$ cat src/rtl/display_shift_driver_if.sv
// Bus between the timekeeping logic and the display shift driver:
// time/write inputs in, serial shift-register chain signals out.
interface display_shift_driver_if;
  logic       i_en;
  logic [4:0] i_hours;
  logic [5:0] i_minutes;
  logic [5:0] i_seconds;
  logic       i_colon;
  logic       i_write;
  logic       o_serial_data;
  logic       o_serial_clk;
  logic       o_serial_latch;
  logic       o_busy;

  modport master (
    output i_en, i_hours, i_minutes, i_seconds, i_colon, i_write,
    input  o_serial_data, o_serial_clk, o_serial_latch, o_busy
  );

  modport slave (
    input  i_en, i_hours, i_minutes, i_seconds, i_colon, i_write,
    output o_serial_data, o_serial_clk, o_serial_latch, o_busy
  );
endinterface

$ cat src/rtl/display_shift_driver.sv
// Serialises HH:MM:SS as six 7-segment bytes (MSB first) into an off-chip
// shift-register chain, then pulses the storage latch.
module display_shift_driver #(
  parameter int unsigned SYS_CLK_HZ   = 5_000_000,
  parameter int unsigned SHIFT_CLK_HZ = 1_000_000
) (
  input  logic                   i_clk,
  input  logic                   i_reset_n,
  display_shift_driver_if.slave  bus
);

  localparam int unsigned DIV     = SYS_CLK_HZ / SHIFT_CLK_HZ;
  localparam int unsigned PW      = (DIV > 1) ? $clog2(DIV) : 1;
  localparam logic [PW-1:0] PH_LAST = PW'(DIV - 1);
  localparam logic [PW-1:0] PH_RISE = PW'(DIV - DIV / 2);
  localparam logic [5:0]    BIT_LAST = 6'd47;

  typedef enum logic [1:0] {IDLE, SHIFT, LATCH} state_t;

  state_t        state_q, state_d;
  logic [PW-1:0] phase_q, phase_d;
  logic [5:0]    bit_q, bit_d;
  logic [47:0]   shreg_q, shreg_d;
  logic          pending_q, pending_d;

  logic [4:0]    hold_hours;
  logic [5:0]    hold_minutes;
  logic [5:0]    hold_seconds;
  logic          hold_colon;

  logic          data_q, data_d;
  logic          sclk_q, sclk_d;
  logic          latch_q, latch_d;
  logic          busy_q, busy_d;

  logic [3:0]    h_tens, h_ones, m_tens, m_ones, s_tens, s_ones;
  logic [7:0]    dp;
  logic [47:0]   frame;

  function automatic logic [7:0] seg7(input logic [3:0] d);
    logic [7:0] s;
    case (d)
      4'd0:    s = 8'h3F;
      4'd1:    s = 8'h06;
      4'd2:    s = 8'h5B;
      4'd3:    s = 8'h4F;
      4'd4:    s = 8'h66;
      4'd5:    s = 8'h6D;
      4'd6:    s = 8'h7D;
      4'd7:    s = 8'h07;
      4'd8:    s = 8'h7F;
      4'd9:    s = 8'h6F;
      default: s = 8'h00;
    endcase
    return s;
  endfunction

  always_comb begin
    h_tens = 4'(hold_hours / 5'd10);
    h_ones = 4'(hold_hours % 5'd10);
    m_tens = 4'(hold_minutes / 6'd10);
    m_ones = 4'(hold_minutes % 6'd10);
    s_tens = 4'(hold_seconds / 6'd10);
    s_ones = 4'(hold_seconds % 6'd10);
    dp     = {hold_colon, 7'b0};
    frame  = {seg7(h_tens), seg7(h_ones) | dp,
              seg7(m_tens), seg7(m_ones) | dp,
              seg7(s_tens), seg7(s_ones)};
  end

  always_comb begin
    state_d   = state_q;
    phase_d   = phase_q;
    bit_d     = bit_q;
    shreg_d   = shreg_q;
    pending_d = pending_q;

    unique case (state_q)
      IDLE: begin
        if (pending_q) begin
          state_d   = SHIFT;
          shreg_d   = frame;
          phase_d   = '0;
          bit_d     = '0;
          pending_d = 1'b0;
        end
      end
      SHIFT: begin
        if (phase_q == PH_LAST) begin
          phase_d = '0;
          if (bit_q == BIT_LAST) begin
            state_d = LATCH;
          end else begin
            bit_d   = bit_q + 6'd1;
            shreg_d = {shreg_q[46:0], 1'b0};
          end
        end else begin
          phase_d = phase_q + 1'b1;
        end
      end
      LATCH: begin
        if (phase_q == PH_LAST) begin
          state_d = IDLE;
          phase_d = '0;
        end else begin
          phase_d = phase_q + 1'b1;
        end
      end
      default: state_d = IDLE;
    endcase

    // A write always leaves a request behind, even in the cycle a frame starts.
    if (bus.i_write) pending_d = 1'b1;

    // Outputs are decoded from next-state values so they can be registered
    // without adding a cycle of latency.
    data_d  = (state_d == SHIFT) & shreg_d[47];
    sclk_d  = (state_d == SHIFT) && (phase_d >= PH_RISE);
    latch_d = (state_d == LATCH);
    busy_d  = (state_d != IDLE);
  end

  always_ff @(posedge i_clk or negedge i_reset_n) begin
    if (!i_reset_n) begin
      state_q      <= IDLE;
      phase_q      <= '0;
      bit_q        <= '0;
      shreg_q      <= '0;
      pending_q    <= 1'b0;
      hold_hours   <= '0;
      hold_minutes <= '0;
      hold_seconds <= '0;
      hold_colon   <= 1'b0;
      data_q       <= 1'b0;
      sclk_q       <= 1'b0;
      latch_q      <= 1'b0;
      busy_q       <= 1'b0;
    end else if (bus.i_en) begin
      state_q   <= state_d;
      phase_q   <= phase_d;
      bit_q     <= bit_d;
      shreg_q   <= shreg_d;
      pending_q <= pending_d;
      data_q    <= data_d;
      sclk_q    <= sclk_d;
      latch_q   <= latch_d;
      busy_q    <= busy_d;
      if (bus.i_write) begin
        hold_hours   <= bus.i_hours;
        hold_minutes <= bus.i_minutes;
        hold_seconds <= bus.i_seconds;
        hold_colon   <= bus.i_colon;
      end
    end
  end

  assign bus.o_serial_data  = data_q;
  assign bus.o_serial_clk   = sclk_q;
  assign bus.o_serial_latch = latch_q;
  assign bus.o_busy         = busy_q;

endmodule

$ cat src/flat_wrapper.sv
// flat-port wrapper written by rule: the top's interface ports become plain ports
module display_shift_driver_flat 
#(
  parameter int unsigned SYS_CLK_HZ   = 5_000_000,
  parameter int unsigned SHIFT_CLK_HZ = 1_000_000
)
  (i_clk, i_reset_n, bus_i_en, bus_i_hours, bus_i_minutes, bus_i_seconds, bus_i_colon, bus_i_write, bus_o_serial_data, bus_o_serial_clk, bus_o_serial_latch, bus_o_busy);
  display_shift_driver_if bus_i ();
  input  logic i_clk;
  input  logic i_reset_n;
  input wire logic [$bits(bus_i.i_en)-1:0] bus_i_en;
  input wire logic [$bits(bus_i.i_hours)-1:0] bus_i_hours;
  input wire logic [$bits(bus_i.i_minutes)-1:0] bus_i_minutes;
  input wire logic [$bits(bus_i.i_seconds)-1:0] bus_i_seconds;
  input wire logic [$bits(bus_i.i_colon)-1:0] bus_i_colon;
  input wire logic [$bits(bus_i.i_write)-1:0] bus_i_write;
  output wire logic [$bits(bus_i.o_serial_data)-1:0] bus_o_serial_data;
  output wire logic [$bits(bus_i.o_serial_clk)-1:0] bus_o_serial_clk;
  output wire logic [$bits(bus_i.o_serial_latch)-1:0] bus_o_serial_latch;
  output wire logic [$bits(bus_i.o_busy)-1:0] bus_o_busy;
  assign bus_i.i_en = bus_i_en;
  assign bus_i.i_hours = bus_i_hours;
  assign bus_i.i_minutes = bus_i_minutes;
  assign bus_i.i_seconds = bus_i_seconds;
  assign bus_i.i_colon = bus_i_colon;
  assign bus_i.i_write = bus_i_write;
  assign bus_o_serial_data = bus_i.o_serial_data;
  assign bus_o_serial_clk = bus_i.o_serial_clk;
  assign bus_o_serial_latch = bus_i.o_serial_latch;
  assign bus_o_busy = bus_i.o_busy;
  display_shift_driver #(.SYS_CLK_HZ(SYS_CLK_HZ), .SHIFT_CLK_HZ(SHIFT_CLK_HZ)) u_core (.i_clk(i_clk), .i_reset_n(i_reset_n), .bus(bus_i));
endmodule
$ cat config.mk
export PLATFORM = sky130hd
export DESIGN_NAME = display_shift_driver_flat
export DESIGN_NICKNAME = d
export VERILOG_FILES = /design/src/rtl/display_shift_driver_if.sv /design/src/rtl/display_shift_driver.sv /design/src/flat_wrapper.sv
export SDC_FILE = /design/constraint.sdc
export NUM_CORES = 1
export LEC_CHECK = 0
export BUFFER_PORTS_ARGS = -buffer_cell sky130_fd_sc_hd__clkbuf_2
export CAP_MARGIN = 20
export CORE_MARGIN = 4
export CORE_UTILIZATION = 65
export CTS_CLUSTER_SIZE = 12
export DETAILED_ROUTE_END_ITERATION = 12
export PLACE_DENSITY = 0.85
export SKIP_LAST_GASP = 1
export SYNTH_ARGS = -nofsm -noshare
export SYNTH_HDL_FRONTEND = slang
export SYNTH_SLANG_ARGS = --single-unit
$ cat constraint.sdc
create_clock -name i_clk -period 8.85 [get_ports i_clk]
set_input_delay 0.4425 -clock i_clk [delete_from_list [all_inputs] [get_ports i_clk]]
set_output_delay 0.4425 -clock i_clk [all_outputs]
set_load 0.05 [all_outputs]
; Yosys cells after proc, flatten, opt, wreduce, memory -nomap -nowiden
; Memory sizes are Yosys's and may differ from the RTL's.
; Index checks and enable logic that the tools add are counted.
[op_classes]
n_addsub = 2
n_mux = 18
n_lt_le_gt_ge = 1
div = 6
bitwise = 3
n_eq_ne = 9
n_reduce_logical = 9
[ops]
columns = cell, n
row1 = 2-to-1 mux 48 bit, 3
row2 = case mux 48 bit (2 select lines), 1
row3 = 2-to-1 mux 6 bit, 3
row4 = bitwise OR 8 bit, 2
row5 = divider 6 x 4 -> 6 bit (second input constant), 2
row6 = modulo 6 x 4 -> 6 bit (second input constant), 2
row7 = case mux 6 bit (2 select lines), 1
row8 = 2-to-1 mux 2 bit, 4
row9 = adder 6 x 1 -> 6 bit (second input constant), 1
row10 = equality test 6 bit (second input constant), 1
row11 = 2-to-1 mux 3 bit, 2
row12 = case mux 2 bit (3 select lines), 1
row13 = case mux 3 bit (2 select lines), 1
row14 = nonzero test 2 bit, 3
row15 = divider 5 x 4 -> 5 bit (second input constant), 1
row16 = modulo 5 x 4 -> 5 bit (second input constant), 1
row17 = AND reduction 5 bit, 1
row18 = equality test 2 x 1 -> 1 bit (second input constant), 2
row19 = equality test 2 bit (second input constant), 2
row20 = != test 2 x 1 -> 1 bit (second input constant), 2
row21 = AND reduction 2 bit, 2
row22 = adder 3 x 1 -> 3 bit (second input constant), 1
row23 = equality test 3 bit (second input constant), 1
row24 = >= comparator 3 x 2 -> 1 bit (second input constant), 1
row25 = other kinds (6), 7
[word_totals]
rom_bits = 672
in_bits = 22
output_inout_bits = 4
regBits = 82
memories = 6
word_cells = 68
[mem_list]
columns = name, depth, width, rd, rd_ports_with_merged_regs, write_ports, line_no
row1 = (no name shown), 16, 7, 1, 0, 0, display_shift_driver.sv:42  ; case (d)
row2 = (no name shown), 16, 7, 1, 0, 0, display_shift_driver.sv:42
row3 = (no name shown), 16, 7, 1, 0, 0, display_shift_driver.sv:42
row4 = (no name shown), 16, 7, 1, 0, 0, display_shift_driver.sv:42
row5 = (no name shown), 16, 7, 1, 0, 0, display_shift_driver.sv:42
row6 = (no name shown), 16, 7, 1, 0, 0, display_shift_driver.sv:42

; Logic depth before layout (Yosys ltp)
; Gate-level depths: netlist (run 1).
[depth]
word_depth = 6
depth_mapped = 13
mapped_depth_nobuf = 11

; Worst setup path before layout (run 1)
; Ideal clock, no wire load.
[synth_path]
kind = register -> register
from = register u_core.hold_minutes[3]
to = register u_core.shreg_q[22]
synth_period_minus_slack_ps = 2818
n_path_buf = 2
path_slack_ps = 6032
arrival_ps = 2696
setup_time_ps = 123
path_stages_with_launch = 14
required_time_ps = 8727
cell_sequence = dfrtp_1 buf_2 buf_4 nor2_1 o21ai_0 a21oi_1 xnor2_1 ha_1 nand2_1 a21boi_1 o311ai_1 a31oi_2 nand3b_1 o221a_2
[synth_between]
elab_chain_len = 5
[synth_rtl]
columns = element, line_no
row1 = from (decl), display_shift_driver.sv:27  ; logic [5:0] hold_minutes;
row2 = from (signal assigned), display_shift_driver.sv:150  ; hold_minutes <= bus.i_minutes;
row3 = modulo 6 x 4 -> 6 bit, display_shift_driver.sv:62  ; m_ones = 4'(hold_minutes % 6'd10);
row4 = memory (16 x 7 bit), n/a
row5 = bitwise OR 8 bit, display_shift_driver.sv:67  ; seg7(m_tens), seg7(m_ones) | dp,
row6 = 2-to-1 mux 48 bit, display_shift_driver.sv:80  ; if (pending_q) begin
row7 = case mux 48 bit (2 select lines), display_shift_driver.sv:78  ; unique case (state_q)
row8 = to (signal assigned), display_shift_driver.sv:142  ; shreg_q <= shreg_d;
row9 = to (decl), display_shift_driver.sv:23  ; logic [47:0] shreg_q, shreg_d;
; No other way between the ends. The select of a mux whose other input is x is not followed.
; A chain may end at the register's enable or synchronous reset.

; Worst setup path after layout (run 1)
[layout_path]
from = register u_core.hold_minutes[5]
to = register u_core.shreg_q[19]
; The elaborated chain is that of the path after synthesis.

==> impl_metrics.py, run 1 <==
metrics = {
    "global_routing": {
        "antenna_found_initial": 0,
        "grt_pass1_vias": 4613,
        "grt_max_degree": 83,
        "grt_overflow": 0,
        "grt_use_total_pct": 25.1,
        "grt_pass1_wl_mm": 20.8,
    },
    "worst_setup_path": {
        "regToRegEndpoint": "u_core.shreg_q[19]",
        "crit_fanout": 25,
        "worst-setup-path-type": "reg -> reg",
        "startpoint_type": "flip-flop",
        "cp_slowest_stage_delay_ns": 0.81,
        "r2r-start": "u_core.hold_minutes[5]",
        "worstPathCellList": "o21ai_0, a21oi_1, xnor2_1, ha_1, and4b_1, a31oi_2, o2111ai_4, a31oi_2, nor2_1, a311oi_1",
        "startpoint": "u_core.hold_minutes[5]",
        "cp_slowest_cell": "dfrtp_1",
        "critical_path.top_delay_family": "compound AO/OA/AOI/OAI gates",
        "path_common_cell": "a31oi_2",
        "r2r_setup_slack_ns": 5.56,
        "path_buf_inv": 0,
        "r2r_cells": 10,
        "cp.required_ns": 9.09,
        "arrival_ns": 3.53,
        "crit_end": "u_core.shreg_q[19]",
        "endpoint_kind": "flip-flop",
        "crit_cells": 10,
    },
    "floorplanning": {
        "die_w_um": 101,
        "die_h_um": 101,
        "die_area_um2": 10100,
        "pin_count": 26,
        "rows": 33,
        "initial_core_util_pct": 67.4,
        "core_area_um2": 8260,
    },
    "pwr": {
        "p_per_area_nw_per_um2": 284,
        "power_frac_comb_pct": 47.4,
        "peakVddDrop_v": 0.000137,
        "sw_frac_of_total_pct": 43.1,
        "power.share.clock_pct": 15.8,
        "switchingPower_uw": 724,
        "seqPwrFrac_pct": 36.8,
        "p_leak_nw": 2.55,
        "p_int_uw": 955,
        "p_total_mw": 1.68,
    },
    "drt": {
        "via_count": 4799,
        "wl_per_cell_um": 15.7,
        "wl_mm": 11.9,
        "firstDrtPassIters": 5,
        "ant_nets": 0,
        "drc": 0,
        "drtIter0Drc": 270,
        "viasPerCell": 6.35,
    },
    "timing": {
        "relSlewSlack_pct": 36.5,
        "final.setup.tns_ns": 0,
        "finalCriticalPeriod_ns": 3.29,
        "finalSetupViolations": 0,
        "layout_setup_ws_ns": 5.56,
        "rsz0062_at_grt": "no",
        "worst_pin_slew_ns": 0.951,
        "finClkSkew_ns": 0.0106,
        "fmax_ghz": 0.304,
        "period_share_pct": 37.2,
        "hold_ws_ns": 0.315,
        "drv_slew": 0,
        "report.final.hold_viol_count": 0,
    },
    "min_path": {
        "hp-class": "in -> reg",
        "hold_depth": 2,
    },
    "synth": {
        "synth_cell_types": 70,
        "ys_ff_latch": 82,
        "postSynthAreaPerCell_um2": 8.59,
        "async_reset_ff_share_pct": 100,
        "ys_top_cells_by_count": "dfrtp_1, nand2_1, nor2_1",
        "ys.warnings.count": 0,
        "yosys-top-cells-area": "dfrtp_1, ha_1, o21ai_0",
        "syn_nets": 703,
        "yosysMostFrequentCell": "dfrtp_1",
        "synth_top_area_cell": "dfrtp_1",
        "syn-instance-count": 648,
        "syn_area_um2": 5560,
        "ys.flop_type": "dfrtp_1",
        "synth_top_area_share_pct": 36.9,
        "ys_seq_area_share_pct": 36.9,
        "synth_edf_count": 0,
    },
    "cts": {
        "holdBufCountCts": 0,
        "cts_tree": "done",
        "path_clk_slew_ns": 0.08,
        "clk_latency_ns": 0.35,
        "post_cts_buffers": 0,
        "htreeDepth": 3,
        "cts_buffers": 9,
        "cts_resized": 0,
        "clockBufferDepth": 2,
        "clockRootBuffer": "clkbuf_8",
        "cts_sinks": 82,
    },
    "final_layout": {
        "fillers": 617,
        "drive_above_1_share_pct": 12.0,
        "n_antenna_cell": 0,
        "nNetsFinal": 704,
        "area_growth_pct": 6.25,
        "multi_input_area_um2": 3220,
        "ff_latch_area_um2": 2050,
    },
    "placed_design": {
        "gp_congestion": 0.904,
        "dpl_worst_slack_ns": 5.66,
        "post-dp-hpwl_mm": 8.02,
        "portBuffers": 25,
    },
    "status": {
        "outcome": "complete, no violations",
    },
    "job": {
        "cap_violations": 0,
    },
}
[area by class of cell]
type	instances	area share [%]
tap	105	2.22
clock inverter	3	0.720
clock buffer	10	2.33
inverter	33	2.10
sequential	82	34.7
multi-input combinational	493	54.4
timing repair buffer	30	3.51
[power by group through the flow]
stage	combinational (mW)	sequential (mW)	clock (mW)
after floorplan	0.633	0.589	0
after global placement	0.739	0.611	0
after detailed placement	0.775	0.620	0
after CTS	0.780	0.614	0.268
after global routing	0.901	0.637	0.283
final	0.797	0.618	0.265
[worst min path at each step]
| stage | startpoint | endpoint | slack (ns) |
|---|---|---|---|
| 2_1_floorplan | i_reset_n | u_core.bit_q[0] | 0.15 |
| 3_3_place_gp | u_core.shreg_q[31] | u_core.shreg_q[31] | 0.45 |
| 3_5_place_dp | u_core.shreg_q[15] | u_core.shreg_q[15] | 0.46 |
| 4_1_cts | i_reset_n | u_core.bit_q[4] | 0.30 |
| 5_1_grt | bus_i_hours[2] | u_core.hold_hours[2] | 0.31 |
| 6_report | bus_i_seconds[0] | u_core.hold_seconds[0] | 0.32 |
[cell families (layout without fill, tap and decap cells)]
family / Yosys count / in the layout / synth area share (%)
buf+inv: 73 / 76 / 5.51
flops: 82 / 82 / 36.9
mux: 31 / 31 / 6.07
simple gates: 206 / 206 / 17.5
compound gates: 215 / 215 / 25.3
fa+ha+maj: 33 / 33 / 7.42
xor+xnor: 8 / 8 / 1.26
[flip-flops by register name, indices dropped and copies added, names as in the netlist, 2 cells and up]
signal	flops
u_core.phase_q	3
u_core.bit_q	6
u_core.state_q	2
u_core.hold_hours	5
u_core.shreg_q	48
u_core.hold_minutes	6
u_core.hold_seconds	6
[placed cells by master, fill, tap and decap left out, types with 4 or more instances in the layout]
master,n
xnor2_1,6
dfrtp_1,82
inv_1,33
nand2_1,71
a221oi_1,8
nand3_1,8
and2_1,5
ha_1,33
and3_1,4
mux2i_1,9
mux2_2,19
o21ai_1,12
o21ai_0,55
a211oi_1,6
o22ai_1,10
nor2_1,65
clkbuf_2,24
o211ai_1,5
a21o_1,4
clkbuf_8,10
a31oi_1,20
nand2b_1,13
a21oi_1,50
nor3_1,7
nor2b_1,12
[stage by stage]
stage	cell area [um^2]	utilization (%)	cells
after floorplan	5560	-	648
after global placement	5670	68.6	740
after detailed placement	5670	68.6	740
after CTS	5850	70.8	753
after global routing	5910	71.6	756
final	5910	71.6	756
[layer usage]
metal | global-route usage (%) | wire (um) | vias to the layer above
met5 | 0 | 0 | -
met4 | 8.39 | 193 | 0
met1 | 33.4 | 5360 | 2341
met2 | 42.7 | 5880 | 133
li1 | - | - | 2311
met3 | 2.98 | 445 | 14
Power figures use the tool's default switching activity.
==> run 2: changes to the inputs <==
Settings changed: CORE_UTILIZATION 65 to 56, PLACE_DENSITY 0.85 to 0.78.
Clock period 8.85 ns to 2.72 ns, I/O delays scaled along.
==> impl_metrics.py, run 2 (synthesized netlist as in run 1, its figures left out) <==
metrics = {
    "status": {
        "outcome": "complete, no violations",
    },
    "floorplanning": {
        "initial_core_util_pct": 57.2,
        "core_area_um2": 9730,
        "die_area_um2": 11600,
        "die_w_um": 108,
        "die_h_um": 108,
        "rows": 36,
        "pin_count": 26,
    },
    "global_routing": {
        "grt_pass1_vias": 4650,
        "grt_pass1_wl_mm": 21.2,
        "grt_max_degree": 48,
        "grt_use_total_pct": 22.4,
        "antenna_found_initial": 0,
        "grt_overflow": 0,
    },
    "pwr": {
        "seqPwrFrac_pct": 34.0,
        "p_leak_nw": 2.75,
        "peakVddDrop_v": 0.000363,
        "power_frac_comb_pct": 49.5,
        "sw_frac_of_total_pct": 43.0,
        "power.share.clock_pct": 16.5,
        "p_int_mw": 3.28,
        "switchingPower_mw": 2.48,
        "p_per_area_nw_per_um2": 909,
        "p_total_mw": 5.75,
    },
    "timing": {
        "finClkSkew_ns": 0.0173,
        "hold_ws_ns": 0.00724,
        "rsz0062_at_grt": "yes",
        "worst_pin_slew_ns": 0.593,
        "report.final.hold_viol_count": 0,
        "relSlewSlack_pct": 60.5,
        "finalCriticalPeriod_ns": 2.60,
        "finalSetupViolations": 0,
        "period_share_pct": 95.5,
        "drv_slew": 0,
        "fmax_ghz": 0.385,
    },
    "worst_setup_path": {
        "cp.required_ns": 2.96,
        "endpoint_kind": "flip-flop",
        "startpoint_type": "flip-flop",
        "crit_fanout": 7,
        "worst-setup-path-type": "reg -> reg",
        "arrival_ns": 2.84,
    },
    "placed_design": {
        "gp_congestion": 0.908,
        "post-dp-hpwl_mm": 8.94,
        "postPlaceCellArea_um2": 5950,
        "portBuffers": 25,
    },
    "final_layout": {
        "drive_above_1_share_pct": 17.7,
        "utilization_pct": 65.0,
        "largest_reg_flops": 48,
        "fin_area_um2": 6330,
        "nNetsFinal": 746,
        "area_growth_pct": 13.7,
        "n_antenna_cell": 0,
        "mostFrequentLayoutCells": "dfrtp_1, nand2_1, nor2_1, o21ai_0, a21oi_1",
        "final_common_cell": "dfrtp_1",
        "largest_register": "u_core.shreg_q",
    },
    "drt": {
        "wl_mm": 12.7,
        "wl_per_cell_um": 15.3,
        "ant_nets": 0,
        "drtIter0Drc": 245,
        "drc": 0,
        "viasPerCell": 5.89,
        "via_count": 4881,
        "firstDrtPassIters": 5,
    },
    "cts": {
        "cts_tree": "done",
        "clockBufferDepth": 2,
        "htreeDepth": 3,
        "clk_latency_ns": 0.36,
        "path_clk_slew_ns": 0.10,
        "clockRootBuffer": "clkbuf_8",
        "cts_sinks": 82,
        "cts_buffers": 9,
    },
    "job": {
        "cap_violations": 0,
    },
    "min_path": {
        "hp-class": "in -> reg",
    },
}
[run 2: path summary, 6_finish.rpt]
path,to,startpoint,slack (ns),cells past startpoint
min in group asynchronous,u_core.bus.o_serial_latch,i_reset_n,0.31,2
hold reg to reg,u_core.shreg_q[31],u_core.shreg_q[31],0.48,2
setup / recovery,u_core.shreg_q[19],u_core.hold_minutes[2],0.12,11
setup reg to reg,u_core.shreg_q[19],u_core.hold_minutes[2],0.12,11
max in group asynchronous,u_core.hold_minutes[2],i_reset_n,1.67,3
hold / removal,u_core.hold_hours[1],bus_i_hours[1],0.007,2
[run 2: worst max-delay path, stage by stage, from the launching register on]
cell and delay, ns:
dfrtp_2 0.45, nor2_2 0.16, o21ai_0 0.12, a21oi_2 0.20
xnor2_1 0.10, ha_1 0.23, and4b_1 0.22, a31oi_2 0.20
o2111ai_4 0.19, a31oi_4 0.25, nor2_1 0.08, a311oi_1 0.27
[run 2: power groups by stage]
stage | sequential (mW) | combinational (mW) | clock, mW
6_report | 1.96 | 2.84 | 0.950
4_1_cts | 1.95 | 2.79 | 0.971
3_3_place_gp | 1.94 | 2.64 | 0
5_1_grt | 2.00 | 3.19 | 1.02
3_5_place_dp | 1.97 | 2.77 | 0
2_1_floorplan | 1.92 | 2.07 | 0
[run 2: cell type report]
type | instances | area (um^2)
fillers | 840 | 3400
multi-input cells | 493 | 3250
flip-flops and latches | 82 | 2060
repair buffers | 72 | 520
well taps | 133 | 166
clock buffers | 10 | 138
inverters | 33 | 124
clock inverters | 6 | 72.6
[run 2: metrics by stage]
stage          setup WS [ns]  setup TNS, ns  cells
5_1_grt              -0.0137        -0.0158    829
3_3_place_gp           0.170              0    798
3_5_place_dp          0.0431              0    798
4_1_cts               0.0134              0    825
6_report               0.122              0    829
2_1_floorplan         0.0162              0    648
[run 2: repair_timing]
item / in CTS / in global routing
resized for setup: 0 / 10
setup buffers: 0 / 4
hold endpoints to repair: 55 / 0
hold buffers: 11 / 0
setup endpoints to repair: 0 / 18
[run 2: routing by layer]
metal  share of wire (%)  track usage, %
met1                  45            29.0
met4                 1.9            7.75
met5                   0               0
met3                 3.5            2.46
met2                  50            38.9
==> run 3: changes to the inputs <==
Settings changed: CORE_MARGIN 4 to 10, GPL_ROUTABILITY_DRIVEN set to 1, SKIP_LAST_GASP 1 to unset.
==> impl_metrics.py, run 3 (synthesized netlist as in run 1, its figures left out) <==
metrics = {
    "final_layout": {
        "utilization_pct": 65.9,
        "area_growth_pct": 15.2,
        "mostFrequentLayoutCells": "dfrtp_1, nand2_1, nor2_1, o21ai_0, a21oi_1",
        "final_common_cell": "dfrtp_1",
        "largest_reg_flops": 48,
        "n_antenna_cell": 0,
        "nNetsFinal": 745,
        "drive_above_1_share_pct": 17.0,
        "fin_area_um2": 6410,
        "largest_register": "u_core.shreg_q",
    },
    "cts": {
        "clockBufferDepth": 2,
        "clockRootBuffer": "clkbuf_8",
        "htreeDepth": 3,
        "path_clk_slew_ns": 0.08,
        "clk_latency_ns": 0.36,
        "cts_buffers": 9,
        "cts_sinks": 82,
        "cts_tree": "done",
    },
    "floorplanning": {
        "core_area_um2": 9730,
        "die_w_um": 120,
        "die_area_um2": 14300,
        "pin_count": 26,
        "die_h_um": 120,
        "rows": 36,
        "initial_core_util_pct": 57.2,
    },
    "drt": {
        "via_count": 4844,
        "ant_nets": 0,
        "drc": 0,
        "wl_mm": 12.7,
        "viasPerCell": 5.85,
        "firstDrtPassIters": 4,
        "drtIter0Drc": 335,
        "wl_per_cell_um": 15.3,
    },
    "job": {
        "cap_violations": 0,
    },
    "worst_setup_path": {
        "endpoint_kind": "flip-flop",
        "r2r-start": "u_core.hold_minutes[3]",
        "r2r_cells": 11,
        "regToRegEndpoint": "u_core.shreg_q[16]",
        "worst-setup-path-type": "reg -> reg",
        "cp.required_ns": 2.98,
        "r2r_setup_slack_ns": 0.19,
        "startpoint": "u_core.hold_minutes[3]",
        "crit_fanout": 6,
        "arrival_ns": 2.79,
        "startpoint_type": "flip-flop",
        "crit_end": "u_core.shreg_q[16]",
    },
    "global_routing": {
        "grt_overflow": 0,
        "grt_use_total_pct": 17.6,
        "grt_pass1_wl_mm": 21.5,
        "grt_pass1_vias": 4677,
        "antenna_found_initial": 0,
        "grt_max_degree": 83,
    },
    "timing": {
        "report.final.hold_viol_count": 0,
        "rsz0062_at_grt": "yes",
        "finalCriticalPeriod_ns": 2.53,
        "worst_pin_slew_ns": 0.596,
        "fmax_ghz": 0.395,
        "finClkSkew_ns": 0.0112,
        "finalSetupViolations": 0,
        "period_share_pct": 93.2,
        "drv_slew": 0,
        "relSlewSlack_pct": 60.0,
    },
    "min_path": {
        "hp-class": "in -> reg",
    },
    "placed_design": {
        "postPlaceCellArea_um2": 5920,
        "post-dp-hpwl_mm": 8.81,
        "portBuffers": 25,
        "gp_congestion": 0.948,
    },
    "pwr": {
        "p_per_area_nw_per_um2": 940,
        "peakVddDrop_v": 0.000412,
        "p_leak_nw": 2.78,
    },
    "status": {
        "outcome": "complete, no violations",
    },
}
## run 3: final cells by class
type | instances | area [um^2]
Inverter | 33 | 124
Multi-Input combinational cell | 493 | 3240
Timing Repair Buffer | 71 | 538
Tap cell | 133 | 166
Clock inverter | 5 | 150
Sequential cell | 82 | 2060
Fill cell | 836 | 3320
Clock buffer | 11 | 131
## run 3: per-layer routing
metal  global-route usage [%]  part of all wire [%]  up-vias
li1                         -                     -     2390
met5                        0                     0        -
met2                     30.2                    50      101
met4                     4.98                   1.1        0
met1                     21.9                    46     2341
met3                     3.52                   3.8       12
## run 3: metrics by stage
step | hold WS (ns) | TNS (ns) | setup WS, ns | std cells | total power, mW
3_3_place_gp | 0.368 | 0 | 0.154 | 794 | 4.57
2_1_floorplan | -0.160 | 0 | 0.0162 | 648 | 3.98
5_1_grt | 0.00881 | -0.0453 | -0.0208 | 828 | 6.49
6_report | 0.0152 | 0 | 0.186 | 828 | 6.02
3_5_place_dp | 0.373 | 0 | 0.0845 | 794 | 4.69
4_1_cts | 0.00309 | 0 | 0.0499 | 823 | 6.00
## run 3: worst min path at each step
stage / start / end / slack (ns) / cells after the start
4_1_cts: bus_i_colon / u_core.hold_colon / 0.003 / 2
3_5_place_dp: bus_i_minutes[1] / u_core.hold_minutes[1] / 0.37 / 2
3_3_place_gp: bus_i_seconds[3] / u_core.hold_seconds[3] / 0.37 / 2
2_1_floorplan: i_reset_n / u_core.bit_q[0] / -0.16 / 0
5_1_grt: bus_i_hours[4] / u_core.hold_hours[4] / 0.009 / 2
6_report: bus_i_colon / u_core.hold_colon / 0.02 / 2
## run 3: where the power goes
group | switching, mW | total (mW) | internal [mW]
clock | 0.465 | 1.26 | 0.797
sequential | 0.294 | 1.94 | 1.65
combinational | 1.66 | 2.82 | 1.16
total | 2.42 | 6.02 | 3.60
## run 3: critical path: stages (launching register included)
cell       delay, ns
dfrtp_1         0.43
nand2b_1        0.21
nor2_1          0.13
a21oi_2         0.06
xnor2_1         0.14
ha_1            0.23
and4b_1         0.23
a31oi_2         0.19
o2111ai_4       0.17
a31oi_2         0.34
nor2_1          0.09
a311oi_1        0.23
## run 3: repair_timing
action	in CTS	in global routing
resized for setup	0	10
endpoints found under the setup margin	0	18
endpoints found under the hold margin	28	0
hold buffers	13	0
buffers inserted	0	4
